<file path="src/rtl/bus_uart_tx_pkg.sv">
// Shared constants for the bus-attached UART transmitter: register offsets,
// STATUS bit positions and the serializer state encoding.
package bus_uart_tx_pkg;

  // Register select values, compared against addr_i[3:2]
  localparam logic [1:0] REG_TXDATA = 2'd0;
  localparam logic [1:0] REG_STATUS = 2'd1;
  localparam logic [1:0] REG_DIV    = 2'd2;

  localparam int unsigned ST_FULL  = 0;
  localparam int unsigned ST_EMPTY = 1;
  localparam int unsigned ST_BUSY  = 2;
  localparam int unsigned ST_OVF   = 3;

  typedef enum logic [1:0] {
    IDLE  = 2'd0,
    START = 2'd1,
    DATA  = 2'd2,
    STOP  = 2'd3
  } tx_state_e;

  // FIFO occupancy squeezed into the 4-bit STATUS level field
  function automatic logic [3:0] sat_level(input logic [31:0] cnt);
    return (cnt > 32'd15) ? 4'hF : cnt[3:0];
  endfunction

endpackage

</file>
<file path="src/rtl/bus_uart_tx_fifo.sv">
// Synchronous byte FIFO feeding the serializer. count_o exists only when
// BUS_UART_TX_LEVEL_EN is defined.
module bus_uart_tx_fifo #(
  parameter int unsigned Depth = 8,
  parameter int unsigned Width = 8
) (
  input  logic                     clk_i,
  input  logic                     rst_ni,
  input  logic                     push_i,
  input  logic [Width-1:0]         wdata_i,
  input  logic                     pop_i,
  output logic [Width-1:0]         rdata_o,
  output logic                     full_o,
  output logic                     empty_o
`ifdef BUS_UART_TX_LEVEL_EN
  ,
  output logic [$clog2(Depth):0]   count_o
`endif
);

  localparam int unsigned AW = $clog2(Depth);

  logic [Width-1:0] mem_q [Depth];
  logic [AW-1:0]    wptr_q, wptr_d, rptr_q, rptr_d;
  logic [AW:0]      cnt_q, cnt_d;
  logic             do_push, do_pop;

  assign full_o  = (cnt_q == Depth[AW:0]);
  assign empty_o = (cnt_q == '0);
  assign rdata_o = mem_q[rptr_q];

  // A push into a full FIFO is still taken when a pop frees a slot this cycle
  assign do_pop  = pop_i & ~empty_o;
  assign do_push = push_i & (~full_o | do_pop);

  always_comb begin
    wptr_d = wptr_q;
    rptr_d = rptr_q;
    cnt_d  = cnt_q;
    if (do_push) wptr_d = wptr_q + 1'b1;
    if (do_pop)  rptr_d = rptr_q + 1'b1;
    case ({do_push, do_pop})
      2'b10:   cnt_d = cnt_q + 1'b1;
      2'b01:   cnt_d = cnt_q - 1'b1;
      default: cnt_d = cnt_q;
    endcase
  end

  always_ff @(posedge clk_i) begin
    if (!rst_ni) begin
      wptr_q <= '0;
      rptr_q <= '0;
      cnt_q  <= '0;
    end else begin
      wptr_q <= wptr_d;
      rptr_q <= rptr_d;
      cnt_q  <= cnt_d;
    end
  end

  always_ff @(posedge clk_i) begin
    if (do_push) mem_q[wptr_q] <= wdata_i;
  end

`ifdef BUS_UART_TX_LEVEL_EN
  assign count_o = cnt_q;
`endif

endmodule

</file>
<file path="src/rtl/bus_uart_tx.sv">
// Memory-mapped 8N1 UART transmitter on the core req/gnt/rvalid data bus.
// Define BUS_UART_TX_LEVEL_EN to expose FIFO occupancy in STATUS[11:8].
module bus_uart_tx
  import bus_uart_tx_pkg::*;
#(
  parameter int unsigned ClkDiv    = 217,
  parameter int unsigned FifoDepth = 8
) (
  input  logic        clk_i,
  input  logic        rst_ni,
  input  logic        req_i,
  input  logic        we_i,
  input  logic [3:0]  be_i,
  input  logic [31:0] addr_i,
  input  logic [31:0] wdata_i,
  output logic        gnt_o,
  output logic        rvalid_o,
  output logic [31:0] rdata_o,
  output logic        tx_o
);

  localparam logic [15:0] DivRst = 16'(ClkDiv - 1);

  logic [1:0]  reg_sel;
  logic        wr_txdata, wr_status, wr_div;
  logic        fifo_push, fifo_pop, fifo_full, fifo_empty;
  logic [7:0]  fifo_rdata;
`ifdef BUS_UART_TX_LEVEL_EN
  logic [$clog2(FifoDepth):0] fifo_count;
`endif

  logic        ovf_q, ovf_d;
  logic [15:0] div_q, div_d;
  logic        rvalid_q;
  logic [31:0] rdata_q, rdata_d;
  logic [31:0] status;

  tx_state_e   state_q, state_d;
  logic [7:0]  sh_q, sh_d;
  logic [2:0]  idx_q, idx_d;
  logic [15:0] cnt_q, cnt_d;
  logic        tx_q, tx_d;
  logic        bit_end;

  logic        unused_bits;
  assign unused_bits = ^{addr_i[31:4], addr_i[1:0], wdata_i[31:16], be_i[3:2]};

  // Zero-wait-state responder: every request is granted in its own cycle
  assign gnt_o     = req_i;
  assign reg_sel   = addr_i[3:2];
  assign wr_txdata = req_i & we_i & (reg_sel == REG_TXDATA);
  assign wr_status = req_i & we_i & (reg_sel == REG_STATUS);
  assign wr_div    = req_i & we_i & (reg_sel == REG_DIV);
  assign fifo_push = wr_txdata & be_i[0];

  bus_uart_tx_fifo #(
    .Depth (FifoDepth),
    .Width (8)
  ) u_fifo (
    .clk_i   (clk_i),
    .rst_ni  (rst_ni),
    .push_i  (fifo_push),
    .wdata_i (wdata_i[7:0]),
    .pop_i   (fifo_pop),
    .rdata_o (fifo_rdata),
    .full_o  (fifo_full),
    .empty_o (fifo_empty)
`ifdef BUS_UART_TX_LEVEL_EN
    ,
    .count_o (fifo_count)
`endif
  );

  always_comb begin
    status           = '0;
    status[ST_FULL]  = fifo_full;
    status[ST_EMPTY] = fifo_empty;
    status[ST_BUSY]  = (state_q != IDLE) | ~fifo_empty;
    status[ST_OVF]   = ovf_q;
`ifdef BUS_UART_TX_LEVEL_EN
    status[11:8]     = sat_level(32'(fifo_count));
`endif
  end

  // A dropped byte only counts as overflow if no pop frees a slot this cycle
  always_comb begin
    ovf_d = ovf_q;
    if (fifo_push && fifo_full && !fifo_pop) ovf_d = 1'b1;
    if (wr_status && be_i[0] && wdata_i[ST_OVF]) ovf_d = 1'b0;
  end

  always_comb begin
    div_d = div_q;
    if (wr_div && be_i[0]) div_d[7:0]  = wdata_i[7:0];
    if (wr_div && be_i[1]) div_d[15:8] = wdata_i[15:8];
  end

  always_comb begin
    rdata_d = '0;
    if (req_i && !we_i) begin
      case (reg_sel)
        REG_STATUS: rdata_d = status;
        REG_DIV:    rdata_d = {16'h0000, div_q};
        default:    rdata_d = '0;
      endcase
    end
  end

  // Serializer: every bit period reloads from the live DIV, so DIV writes
  // land on the next bit boundary without disturbing the bit in flight.
  assign bit_end = (cnt_q == '0);

  always_comb begin
    state_d  = state_q;
    sh_d     = sh_q;
    idx_d    = idx_q;
    cnt_d    = cnt_q;
    fifo_pop = 1'b0;
    case (state_q)
      IDLE: begin
        if (!fifo_empty) begin
          fifo_pop = 1'b1;
          sh_d     = fifo_rdata;
          cnt_d    = div_q;
          state_d  = START;
        end
      end
      START: begin
        if (bit_end) begin
          cnt_d   = div_q;
          idx_d   = '0;
          state_d = DATA;
        end else begin
          cnt_d = cnt_q - 16'd1;
        end
      end
      DATA: begin
        if (bit_end) begin
          cnt_d = div_q;
          sh_d  = {1'b0, sh_q[7:1]};
          idx_d = idx_q + 3'd1;
          if (idx_q == 3'd7) state_d = STOP;
        end else begin
          cnt_d = cnt_q - 16'd1;
        end
      end
      STOP: begin
        if (bit_end) state_d = IDLE;
        else         cnt_d   = cnt_q - 16'd1;
      end
      default: state_d = IDLE;
    endcase

    // Line level is registered from the next state to keep tx_o glitch-free
    tx_d = 1'b1;
    case (state_d)
      START:   tx_d = 1'b0;
      DATA:    tx_d = sh_d[0];
      default: tx_d = 1'b1;
    endcase
  end

  always_ff @(posedge clk_i) begin
    if (!rst_ni) begin
      state_q  <= IDLE;
      sh_q     <= '0;
      idx_q    <= '0;
      cnt_q    <= '0;
      tx_q     <= 1'b1;
      ovf_q    <= 1'b0;
      div_q    <= DivRst;
      rvalid_q <= 1'b0;
      rdata_q  <= '0;
    end else begin
      state_q  <= state_d;
      sh_q     <= sh_d;
      idx_q    <= idx_d;
      cnt_q    <= cnt_d;
      tx_q     <= tx_d;
      ovf_q    <= ovf_d;
      div_q    <= div_d;
      rvalid_q <= req_i;
      rdata_q  <= rdata_d;
    end
  end

  assign rvalid_o = rvalid_q;
  assign rdata_o  = rdata_q;
  assign tx_o     = tx_q;

endmodule

</file>
<file path="config.mk">
export PLATFORM = sky130hd
export DESIGN_NAME = bus_uart_tx
export DESIGN_NICKNAME = d
export VERILOG_FILES = /design/src/rtl/bus_uart_tx_pkg.sv /design/src/rtl/bus_uart_tx_fifo.sv /design/src/rtl/bus_uart_tx.sv
export SDC_FILE = /design/constraint.sdc
export NUM_CORES = 1
export LEC_CHECK = 0
export BUFFER_PORTS_ARGS = -buffer_cell sky130_fd_sc_hd__buf_2
export CAP_MARGIN = 20
export CORE_MARGIN = 2
export CORE_UTILIZATION = 60
export CTS_CLUSTER_SIZE = 25
export DETAILED_ROUTE_END_ITERATION = 12
export PLACE_DENSITY = 0.85
export SLEW_MARGIN = 20
export SYNTH_ARGS = -nofsm -noshare
export SYNTH_HDL_FRONTEND = slang
export SYNTH_SLANG_ARGS = --single-unit
export TNS_END_PERCENT = 5
</file>
<file path="constraint.sdc">
create_clock -name clk_i -period 3.6 [get_ports clk_i]
set_input_delay 0.36 -clock clk_i [delete_from_list [all_inputs] [get_ports clk_i]]
set_output_delay 0.36 -clock clk_i [all_outputs]
set_load 0.01 [all_outputs]
</file>
==> impl_metrics.csv, run 1 <==
group,metric,value,unit
yosys,ys_ff_latch,141,
floorplan,core,9819,sq um
worst_hold_path,hp-class,"in2reg",
finish,fin_area,6965,sq um
sta,maxSlewViolCount,0,
routing,wl_per_cell,19.72,microns
floorplan,die-area,10980,sq um
yosys,synth_top_area_share,31.54,%
pwr,max-vdd-ir-drop,0.4403,mV
run,maxCapViolations,0,
yosys,synth_edf_count,64,
pwr,p_leak,2.626,nW
clocking,htreeDepth,4,
worst_setup_path,worstPathRequired,4.00,ns
worst_setup_path,crit_fanout,6,
sta,tns,0,ns
clocking,cts_setup_buffers,0,
worst_setup_path,start_kind,"flip-flop",
clocking,cts-buffers-inserted,17,
clocking,clock_latency,0.53,ns
sta,period_share,74.20,%
sta,final-hold-violation-count,0,
global_routing,grt_pass1_wl,23450,microns
sta,period_minus_slack,2.671,ns
finish,diodes,0,
placed_design,gp_congestion,0.8894,
worst_setup_path,cpMaxStageDelayCell,"nor4_1",
sta,worstMarginPinSlew,0.9079,ns
finish,fin_util,70.94,%
finish,layout-drive-gt1-share,18.26,%
floorplan,boundaryPins,107,
placed_design,placement.io_buffers,42,
routing,firstDrtPassIters,6,
yosys,syn_inst,535,
routing,vias,4551,
routing,drc,0,
clocking,cts_tree,"yes",
yosys,synth_seq_area_share,56.84,%
placed_design,dpl_cell_area,6380,sq um
placed_design,dp_hpwl,9203,microns
finish,fillers,668,
global_routing,grt_pass1_vias,4544,
sta,skew,0.009851,ns
yosys,ys_dominant_reg_cell,"dfxtp_1",
sta,finalWorstSetupSlack,0.9288,ns
routing,routed_wl,14390,microns
worst_setup_path,cp_data_arrival_time,3.08,ns
yosys,ys_top_cells_by_area,"edfxtp_1, dfxtp_1, mux4_2, nand2_1, ha_1",
worst_setup_path,r2r-start,"u_fifo.cnt_q[3]$_SDFFE_PN0P_",
worst_setup_path,crit_start,"u_fifo.cnt_q[3]$_SDFFE_PN0P_",
sta,relSlewSlack,39.39,%
floorplan,die_h,104.8,microns
run_status,outcome,"finished, final reports clean",
sta,fin_hold_ws,0.06989,ns
yosys,netlist-cell-type-count,57,
worst_hold_path,min_from,"wdata_i[11]",
floorplan,num_rows,36,
floorplan,die_w,104.8,microns
clocking,ctsLongestPathBuffers,2,
yosys,netlist_area,6093,sq um
floorplan,initial_core_util,62.05,%
routing,ant_nets,0,
worst_setup_path,cp-end-kind,"flip-flop",
yosys,yosysWarningCount,0,
worst_setup_path,crit_type,"reg2reg",
sta,fmax,374.4,MHz
global_routing,overflow,0,
sta,setup_viol,0,
worst_setup_path,cp_slowest_stage_delay,0.62,ns
global_routing,track_usage,27.91,%
global_routing,antenna_found_initial,0,
clocking,ctsResizeCount,0,
placed_design,place_ws,0.9918,ns
yosys,avgSynthCellArea,11.39,sq um
global_routing,grt_max_degree,40,
clocking,clk_pin_slew,0.06,ns
pwr,p_per_area,797.7,nW/um^2
finish,area_growth,14.31,%
yosys,async_flop_share,0,%
worst_setup_path,crit_path_frequent_cell,"nor2_1",
routing,dr.first_iter.drc_count,538,
clocking,clkSinkCount,141,
routing,avgViaCountPerCell,6.234,
sta,rsz0062_at_grt,"no",
finish,nets,673,
yosys,yosysTopAreaCell,"edfxtp_1",
worst_setup_path,path_cells,"nor4_1, nor2_1, nand2_1, inv_1, ha_1, a21o_1, a21oi_1, mux2i_1, xnor2_1, nor2_1",
clocking,cts_root_buf,"clkbuf_8",
clocking,hold_buffers,0,
==> worst paths after layout <==
kind                                   to  slack, ns  cells after the start
min                div_q[11]$_SDFFE_PN0P_       0.07                      3
max          u_fifo.cnt_q[3]$_SDFFE_PN0P_       0.93                     10
min reg2reg         div_q[9]$_SDFFE_PN0P_       0.48                      2
max reg2reg  u_fifo.cnt_q[3]$_SDFFE_PN0P_       0.93                     10
==> cell families after synthesis <==
family,synth area share (%)
and+or+nand+nor,15.22
DFF,56.84
AOI/OAI and AO/OA,10.76
buffers and inverters,4.928
muxes,7.577
adders and majority gates,3.614
xor gates and xnor gates,1.006
other,0.06154
==> synth_stat cells, types with 7 or more instances <==
cell,instances
nor2_1,50
nor3_1,10
a211oi_1,8
clkbuf_1,12
mux2i_1,9
o22ai_1,7
edfxtp_1,64
and2_1,15
dfxtp_1,77
nand3_1,8
buf_4,19
o21ai_1,8
nand2_1,69
inv_1,15
a21oi_1,32
ha_1,16
mux4_2,16
a32o_1,7
==> per-stage QoR <==
| stage | power [W] | cells |
|---|---|---|
| 3_3_place_gp | 0.003678 | 698 |
| 5_1_grt | 0.005836 | 730 |
| 3_5_place_dp | 0.003799 | 698 |
| 4_1_cts | 0.005524 | 730 |
| 2_1_floorplan | 0.003431 | 550 |
| 6_report | 0.005556 | 730 |
==> layout by cell type (no fill, tap or decap), types with 3 or more instances in the layout <==
| master | count |
|---|---|
| dfxtp_1 | 77 |
| nand2_1 | 69 |
| edfxtp_1 | 64 |
| nor2_1 | 50 |
| buf_2 | 42 |
| a21oi_1 | 32 |
| clkbuf_16 | 19 |
| mux4_2 | 16 |
| ha_1 | 16 |
| conb_1 | 16 |
| inv_1 | 15 |
| and2_1 | 15 |
| buf_4 | 13 |
| nor3_1 | 10 |
| mux2i_1 | 9 |
| nand3_1 | 8 |
| a211oi_1 | 8 |
| o21ai_1 | 8 |
| o22ai_1 | 7 |
| a32o_1 | 7 |
| and3_1 | 6 |
| o21ai_0 | 6 |
| a22oi_1 | 6 |
| a32oi_1 | 6 |
| a31oi_1 | 5 |
| xnor2_1 | 5 |
| nor4_1 | 4 |
| clkbuf_1 | 4 |
| nand4_1 | 3 |
| nand2b_1 | 3 |
| and4_1 | 3 |
| a21o_1 | 3 |
| or4_1 | 3 |
==> final cells by class <==
class | count | area [sq um] | area share, %
clock buffer | 24 | 504.2 | 7.239
clock inverter | 8 | 81.33 | 1.168
inverter | 15 | 56.30 | 0.8083
multi-input combinational | 354 | 2386 | 34.26
sequential | 141 | 3463 | 49.72
tap | 133 | 166.4 | 2.389
timing repair buffer | 55 | 307.8 | 4.419
==> registers in the layout (all words and copies together), names as in the netlist, 4 cells and up, named ones only <==
| register | count |
|---|---|
| cnt_q | 16 |
| div_q | 16 |
| rdata_o | 16 |
| sh_q | 8 |
| u_fifo.cnt_q | 4 |
| u_fifo.mem_q | 64 |
==> layer usage <==
metal / vias to the layer above / track usage (%) / routed length [microns]
met1: 2196 / 34.51 / 5424
met5: - / 0 / 0
met4: 0 / 11.90 / 470
li1: 2024 / - / -
met2: 283 / 46.57 / 7212
met3: 48 / 7.112 / 1285
==> power by group <==
group,switching (W),internal [W]
sequential,0.000166,0.00181
clock,0.000653,0.00104
combinational,0.00116,0.000729
==> critical path: cells and delay by family (launching register included) <==
| family | cells | cell delay [ns] |
|---|---|---|
| and+or+nand+nor | 4 | 1.11 |
| DFF | 1 | 0.36 |
| AOI/OAI and AO/OA | 2 | 0.34 |
| adders and majority gates | 1 | 0.27 |
| muxes | 1 | 0.23 |
| xor gates and xnor gates | 1 | 0.14 |
| buffers and inverters | 1 | 0.08 |
No activity file was read; power rests on OpenSTA's default activity.
==> run 2, diff against run 1 <==
--- a/config.mk
+++ b/config.mk
@@ -8,10 +8,10 @@
 export BUFFER_PORTS_ARGS = -buffer_cell sky130_fd_sc_hd__buf_2
 export CAP_MARGIN = 20
 export CORE_MARGIN = 2
-export CORE_UTILIZATION = 60
+export CORE_UTILIZATION = 50
 export CTS_CLUSTER_SIZE = 25
 export DETAILED_ROUTE_END_ITERATION = 12
-export PLACE_DENSITY = 0.85
+export PLACE_DENSITY = 0.75
 export SLEW_MARGIN = 20
 export SYNTH_ARGS = -nofsm -noshare
 export SYNTH_HDL_FRONTEND = slang
==> constraint.sdc (replaced) <==
create_clock -name clk_i -period 2.4 [get_ports clk_i]
set_input_delay 0.24 -clock clk_i [delete_from_list [all_inputs] [get_ports clk_i]]
set_output_delay 0.24 -clock clk_i [all_outputs]
set_load 0.01 [all_outputs]
==> run 2 against run 1 <==
Cell count is 3.6% higher. Total power up 52%. Combinational power is 59% higher. Clock power grew 49%. Count of clock-buffer cells in the layout down 6. Via count is 3.6% lower. Maximum frequency up 19%. Critical endpoint unchanged. Largest cell class unchanged.
==> impl_metrics.csv, run 2 (synthesis results as in run 1) <==
group,metric,value,unit
placed_design,gp_congestion,0.8576,
finish,fin_util,59.09,%
clocking,clk_pin_slew,0.06,ns
clocking,cts_setup_buffers,0,
finish,layout_commonest_cell,"dfxtp_1",
worst_hold_path,min_from,"wdata_i[13]",
sta,fmax,446.2,MHz
clocking,cts_tree,"yes",
sta,fin_hold_ws,0.06340,ns
pwr,p_leak,2.676,nW
worst_setup_path,cp_data_arrival_time,2.53,ns
routing,ant_nets,0,
finish,register_area,3463,sq um
sta,skew,0.006259,ns
sta,final-hold-violation-count,0,
worst_setup_path,crit_type,"reg2reg",
routing,dr.first_iter.drc_count,342,
floorplan,die-area,13090,sq um
global_routing,grt_max_degree,29,
worst_hold_path,hp-class,"in2reg",
clocking,ctsLongestPathBuffers,2,
routing,avgViaCountPerCell,5.802,
placed_design,placement.io_buffers,42,
clocking,clkSinkCount,141,
finish,layout-drive-gt1-share,21.02,%
clocking,cts_root_buf,"clkbuf_16",
routing,drc,0,
routing,routed_wl,13520,microns
placed_design,dp_hpwl,9064,microns
floorplan,num_rows,40,
worst_setup_path,crit_fanout,4,
floorplan,die_w,114.4,microns
finish,largest_reg_flops,64,
sta,worstMarginPinSlew,0.7031,ns
sta,period_share,93.37,%
run_status,outcome,"finished, final reports clean",
worst_setup_path,crit_start,"state_q[0]$_SDFF_PN0_",
floorplan,die_h,114.4,microns
sta,maxSlewViolCount,0,
sta,relSlewSlack,53.07,%
finish,top_register,"u_fifo.mem_q",
finish,fillers,896,
global_routing,grt_pass1_wl,21980,microns
sta,period_minus_slack,2.241,ns
global_routing,grt_pass1_vias,4361,
run,maxCapViolations,0,
clocking,htreeDepth,4,
finish,multi_input_area,2392,sq um
global_routing,overflow,0,
sta,rsz0062_at_grt,"no",
finish,area_growth,16.00,%
worst_setup_path,r2r-start,"state_q[0]$_SDFF_PN0_",
finish,nets,685,
global_routing,antenna_found_initial,0,
sta,setup_viol,0,
floorplan,boundaryPins,107,
routing,firstDrtPassIters,5,
finish,final_cell_mix,"dfxtp_1, nand2_1, edfxtp_1, nor2_1, buf_2",
pwr,max-vdd-ir-drop,0.5954,mV
routing,vias,4386,
worst_setup_path,start_kind,"flip-flop",
pwr,p_per_area,1198,nW/um^2
floorplan,initial_core_util,50.94,%
global_routing,track_usage,22.35,%
worst_setup_path,worstPathRequired,2.69,ns
clocking,cts-buffers-inserted,17,
finish,diodes,0,
clocking,clock_latency,0.42,ns
routing,wl_per_cell,17.89,microns
floorplan,core,11960,sq um
worst_setup_path,cp-end-kind,"flip-flop",
[run 2: cell types whose count changed in the layout (fill, tap and decap cells not counted), sizes merged]
cell      change
buf          +12
clkinvlp      +2
clkinv        +2
inv           +1
clkbuf        -6
bufinv        +1
[run 2: what timing repair did]
item	4_1_cts	5_1_grt
gates cloned	0	0
endpoints found under the hold margin	0	0
endpoints found under the setup margin	5	4
hold buffers	0	0
resized for setup	1	3
pin swaps	0	1
[run 2: metal layers]
| layer | part of all wire [%] | vias up | global-route usage [%] |
|---|---|---|---|
| li1 | - | 2053 | - |
| met1 | 41 | 2114 | 28.23 |
| met2 | 50 | 190 | 37.32 |
| met3 | 6.2 | 29 | 5.082 |
| met4 | 2.1 | 0 | 9.106 |
| met5 | 0 | - | 0 |
[run 2: worst max-delay path, cell delays in order (launching register included)]
cell	delay, ns
dfxtp_1	0.40
inv_1	0.11
ha_1	0.25
inv_2	0.10
nor2_2	0.05
nand2_1	0.09
inv_1	0.07
ha_1	0.28
a21o_1	0.18
a21oi_1	0.16
mux2i_1	0.23
xnor2_1	0.14
nor2_1	0.06
[run 2: report_power, final]
| part | internal [W] | switching [W] |
|---|---|---|
| Sequential | 0.00271 | 0.000219 |
| Clock | 0.00153 | 0.000999 |
| Combinational | 0.00126 | 0.00174 |
| Total | 0.00550 | 0.00296 |
[run 2: through the flow]
stage                     instances  instance area [sq um]  setup slack [ns]  TNS [ns]  power [W]
after global placement          724                   6487           0.02037         0   0.005741
after floorplan                 550                   6150            0.1067         0   0.005146
final                           756                   7068            0.1591         0   0.008465
after global routing            756                   7068           0.02845         0   0.008955
after detailed placement        724                   6487           -0.1114   -0.1899   0.005892
after CTS                       756                   7064            0.1143         0   0.008457
[run 2: cell type report]
class / count / area share (%)
Inverter: 15 / 0.7966
Sequential cell: 141 / 49.00
Tap cell: 147 / 2.602
Clock inverter: 14 / 2.053
Multi-Input combinational cell: 354 / 33.85
Clock buffer: 18 / 6.072
Timing Repair Buffer: 67 / 5.629
[run 2: worst paths after layout]
kind | cells past startpoint | to | slack [ns]
setup / recovery | 12 | u_fifo.cnt_q[3]$_SDFFE_PN0P_ | 0.16
hold / removal | 3 | div_q[13]$_SDFFE_PN0P_ | 0.06
setup reg to reg | 12 | u_fifo.cnt_q[3]$_SDFFE_PN0P_ | 0.16
hold reg to reg | 2 | sh_q[7]$_SDFFE_PN0P_ | 0.47
==> run 3, diff against run 2 <==
--- a/config.mk
+++ b/config.mk
@@ -5,13 +5,14 @@
 export SDC_FILE = /design/constraint.sdc
 export NUM_CORES = 1
 export LEC_CHECK = 0
+export ABC_AREA = 1
 export BUFFER_PORTS_ARGS = -buffer_cell sky130_fd_sc_hd__buf_2
 export CAP_MARGIN = 20
 export CORE_MARGIN = 2
-export CORE_UTILIZATION = 50
+export CORE_UTILIZATION = 51
 export CTS_CLUSTER_SIZE = 25
 export DETAILED_ROUTE_END_ITERATION = 12
-export PLACE_DENSITY = 0.75
+export PLACE_DENSITY = 0.76
 export SLEW_MARGIN = 20
 export SYNTH_ARGS = -nofsm -noshare
 export SYNTH_HDL_FRONTEND = slang
==> run 3 against run 2 <==
Utilization grew 1.8 points. Via count grew 12%. Largest cell class unchanged. Count of clock-buffer cells in the layout grew 5.
==> impl_metrics.csv, run 3 <==
group,metric,value,unit
run_status,outcome,"finished, final reports clean",
finish,nets,854,
sta,period_minus_slack,2.092,ns
yosys,synthMuxAreaShare,0,%
pwr,p_leak,3.043,nW
yosys,synth_fa_ha_area_share,3.461,%
floorplan,initial_core_util,52.53,%
yosys,synth_top_area_share,30.21,%
sta,skew,0.007522,ns
worst_setup_path,cp_data_arrival_time,2.40,ns
routing,avgViaCountPerCell,5.186,
routing,vias,4906,
placed_design,dp_hpwl,9522,microns
finish,layout-drive-gt1-share,15.30,%
yosys,async_flop_share,0,%
yosys,yosysMostFrequentCell,"nor2_1",
worst_hold_path,min_from,"req_i",
sta,period_share,87.16,%
worst_hold_path,hold_path_end,"rvalid_o$_SDFF_PN0_",
pwr,p_per_area,1226,nW/um^2
worst_hold_path,hp-class,"in2reg",
clocking,clock_latency,0.41,ns
global_routing,grt_max_degree,33,
yosys,ys_top_cells_by_area,"edfxtp_1, dfxtp_1, nor2_1, nand2_1, o21ai_0",
sta,final-hold-violation-count,0,
worst_setup_path,r2r_cells,13,
clocking,cts-buffers-inserted,17,
global_routing,overflow,0,
placed_design,placement.io_buffers,42,
clocking,cts_setup_buffers,0,
pwr,power,0.009039,W
worst_setup_path,r2r-start,"u_fifo.cnt_q[0]$_SDFFE_PN0P_",
routing,ant_nets,0,
clocking,cts_tree,"yes",
yosys,yosysTopAreaCell,"edfxtp_1",
worst_setup_path,start_kind,"flip-flop",
clocking,clk_pin_slew,0.06,ns
sta,tns,0,ns
worst_setup_path,reg2reg_slack,0.31,ns
clocking,clkSinkCount,141,
yosys,synth_xor_area_share,1.377,%
routing,wl_per_cell,14.54,microns
sta,worstMarginPinSlew,0.6085,ns
floorplan,die_w,115.7,microns
routing,drc,0,
worst_setup_path,crit_fanout,5,
global_routing,grt_pass1_wl,22780,microns
clocking,cts_root_buf,"clkbuf_16",
run,maxCapViolations,0,
finish,top_register,"u_fifo.mem_q",
floorplan,boundaryPins,107,
routing,firstDrtPassIters,5,
clocking,hold_buffers,0,
yosys,avgSynthCellArea,8.898,sq um
global_routing,antenna_found_initial,0,
clocking,ctsResizeCount,0,
sta,maxSlewViolCount,0,
yosys,netlist-cell-type-count,40,
yosys,ys_ff_latch,141,
sta,rsz0062_at_grt,"no",
routing,routed_wl,13750,microns
sta,setup_viol,0,
global_routing,grt_pass1_vias,4877,
sta,fmax,478.1,MHz
routing,dr.first_iter.drc_count,448,
floorplan,die-area,13380,sq um
finish,final_cell_mix,"nor2_1, nand2_1, dfxtp_1, inv_1, o21ai_0",
placed_design,gp_congestion,0.8693,
yosys,yosysWarningCount,0,
finish,diodes,0,
floorplan,die_h,115.7,microns
floorplan,core,12110,sq um
yosys,synth_top_family_by_area,"simple AND/OR/NAND/NOR gates",
floorplan,num_rows,40,
finish,largest_reg_flops,64,
yosys,yosys.area_share.simple,17.35,%
yosys,synth-compound-area-share,14.87,%
yosys,syn_inst,715,
global_routing,track_usage,21.82,%
yosys,synth_seq_area_share,54.43,%
clocking,ctsLongestPathBuffers,2,
yosys,ys_dominant_reg_cell,"dfxtp_1",
yosys,synth_common_cells,"nor2_1, nand2_1, dfxtp_1",
worst_setup_path,cp-end-kind,"flip-flop",
worst_setup_path,r2r_end,"u_fifo.cnt_q[3]$_SDFFE_PN0P_",
worst_setup_path,worstPathRequired,2.71,ns
yosys,synth_edf_count,64,
finish,layout_commonest_cell,"nor2_1",
finish,fin_util,60.87,%
sta,relSlewSlack,59.28,%
worst_hold_path,holdPathStages,3,
pwr,max-vdd-ir-drop,0.6942,mV
finish,area_growth,15.87,%
worst_setup_path,crit_type,"reg2reg",
clocking,htreeDepth,4,
yosys,netlist_area,6362,sq um
-- run 3: cell types whose count changed in the layout (fill, tap and decap cells not counted), moves of 15 or more --
cell	change
o21ai_0	+61
nor2_1	+58
inv_1	+55
nand2_1	+27
a21oi_1	+22
nand3_1	+19
mux4_2	-16
and2_1	-15
-- run 3: cell families after synthesis --
family	after synthesis
compound gates	165
buf+inv	117
other cells	1
xor+xnor	10
flops	141
simple gates	264
fa+ha+maj	17
-- run 3: layout make-up --
cell class / count / area, sq um
Fill cell: 993 / 4740
Sequential cell: 141 / 3463
Multi-Input combinational cell: 472 / 2417
Clock buffer: 23 / 531.8
Timing Repair Buffer: 57 / 322.8
Inverter: 76 / 287.8
Tap cell: 168 / 210.2
Clock inverter: 9 / 138.9
-- run 3: stage by stage --
step	setup slack [ns]	instances	hold slack [ns]	cell area, sq um
final	0.3082	946	0.06395	7372
after global routing	0.1405	946	0.06640	7372
after CTS	0.3674	946	0.05316	7372
after detailed placement	0.3792	914	0.4569	6701
after global placement	0.4816	914	0.4430	6701
after floorplan	0.4219	730	0.3360	6419
-- run 3: critical path: stages (launching register included) --
cell	delay, ns
dfxtp_1	0.34
nor2_1	0.22
nand3_1	0.20
nand2_1	0.15
nor2_1	0.08
ha_1	0.34
nand2_1	0.09
nand2_1	0.05
a31oi_1	0.19
inv_1	0.06
nand2_1	0.08
nand3_1	0.07
nand2_1	0.06
nor2_1	0.04
-- run 3: report_power, final --
| group | total (W) | internal (W) | switching, W | leakage, nW |
|---|---|---|---|---|
| sequential | 0.00302 | 0.00278 | 0.000241 | 1.20 |
| combinational | 0.00314 | 0.00103 | 0.00211 | 1.51 |
| clock | 0.00288 | 0.00189 | 0.000994 | 0.330 |
| total | 0.00904 | 0.00569 | 0.00334 | 3.04 |
-- run 3: layer usage --
metal	share of wire, %	vias up	routed length [microns]	GRT usage, %
li1	-	2464	-	-
met1	44	2281	6079	26.89
met2	49	135	6757	37.31
met3	5.1	26	702	5.492
met4	1.5	0	213	7.857
met5	0	-	0	0
-- run 3: worst max path at each step --
| stage | slack (ns) | endpoint | cells after the start | startpoint |
|---|---|---|---|---|
| 6_report | 0.31 | u_fifo.cnt_q[3]$_SDFFE_PN0P_ | 13 | u_fifo.cnt_q[0]$_SDFFE_PN0P_ |
| 5_1_grt | 0.14 | u_fifo.cnt_q[3]$_SDFFE_PN0P_ | 13 | u_fifo.cnt_q[0]$_SDFFE_PN0P_ |
| 4_1_cts | 0.37 | u_fifo.cnt_q[3]$_SDFFE_PN0P_ | 13 | u_fifo.cnt_q[0]$_SDFFE_PN0P_ |
| 3_5_place_dp | 0.38 | u_fifo.cnt_q[3]$_SDFFE_PN0P_ | 13 | u_fifo.cnt_q[0]$_SDFFE_PN0P_ |
| 3_3_place_gp | 0.48 | u_fifo.cnt_q[3]$_SDFFE_PN0P_ | 15 | addr_i[2] |
| 2_1_floorplan | 0.42 | u_fifo.mem_q[4][0]$_DFFE_PP_ | 8 | state_q[0]$_SDFF_PN0_ |
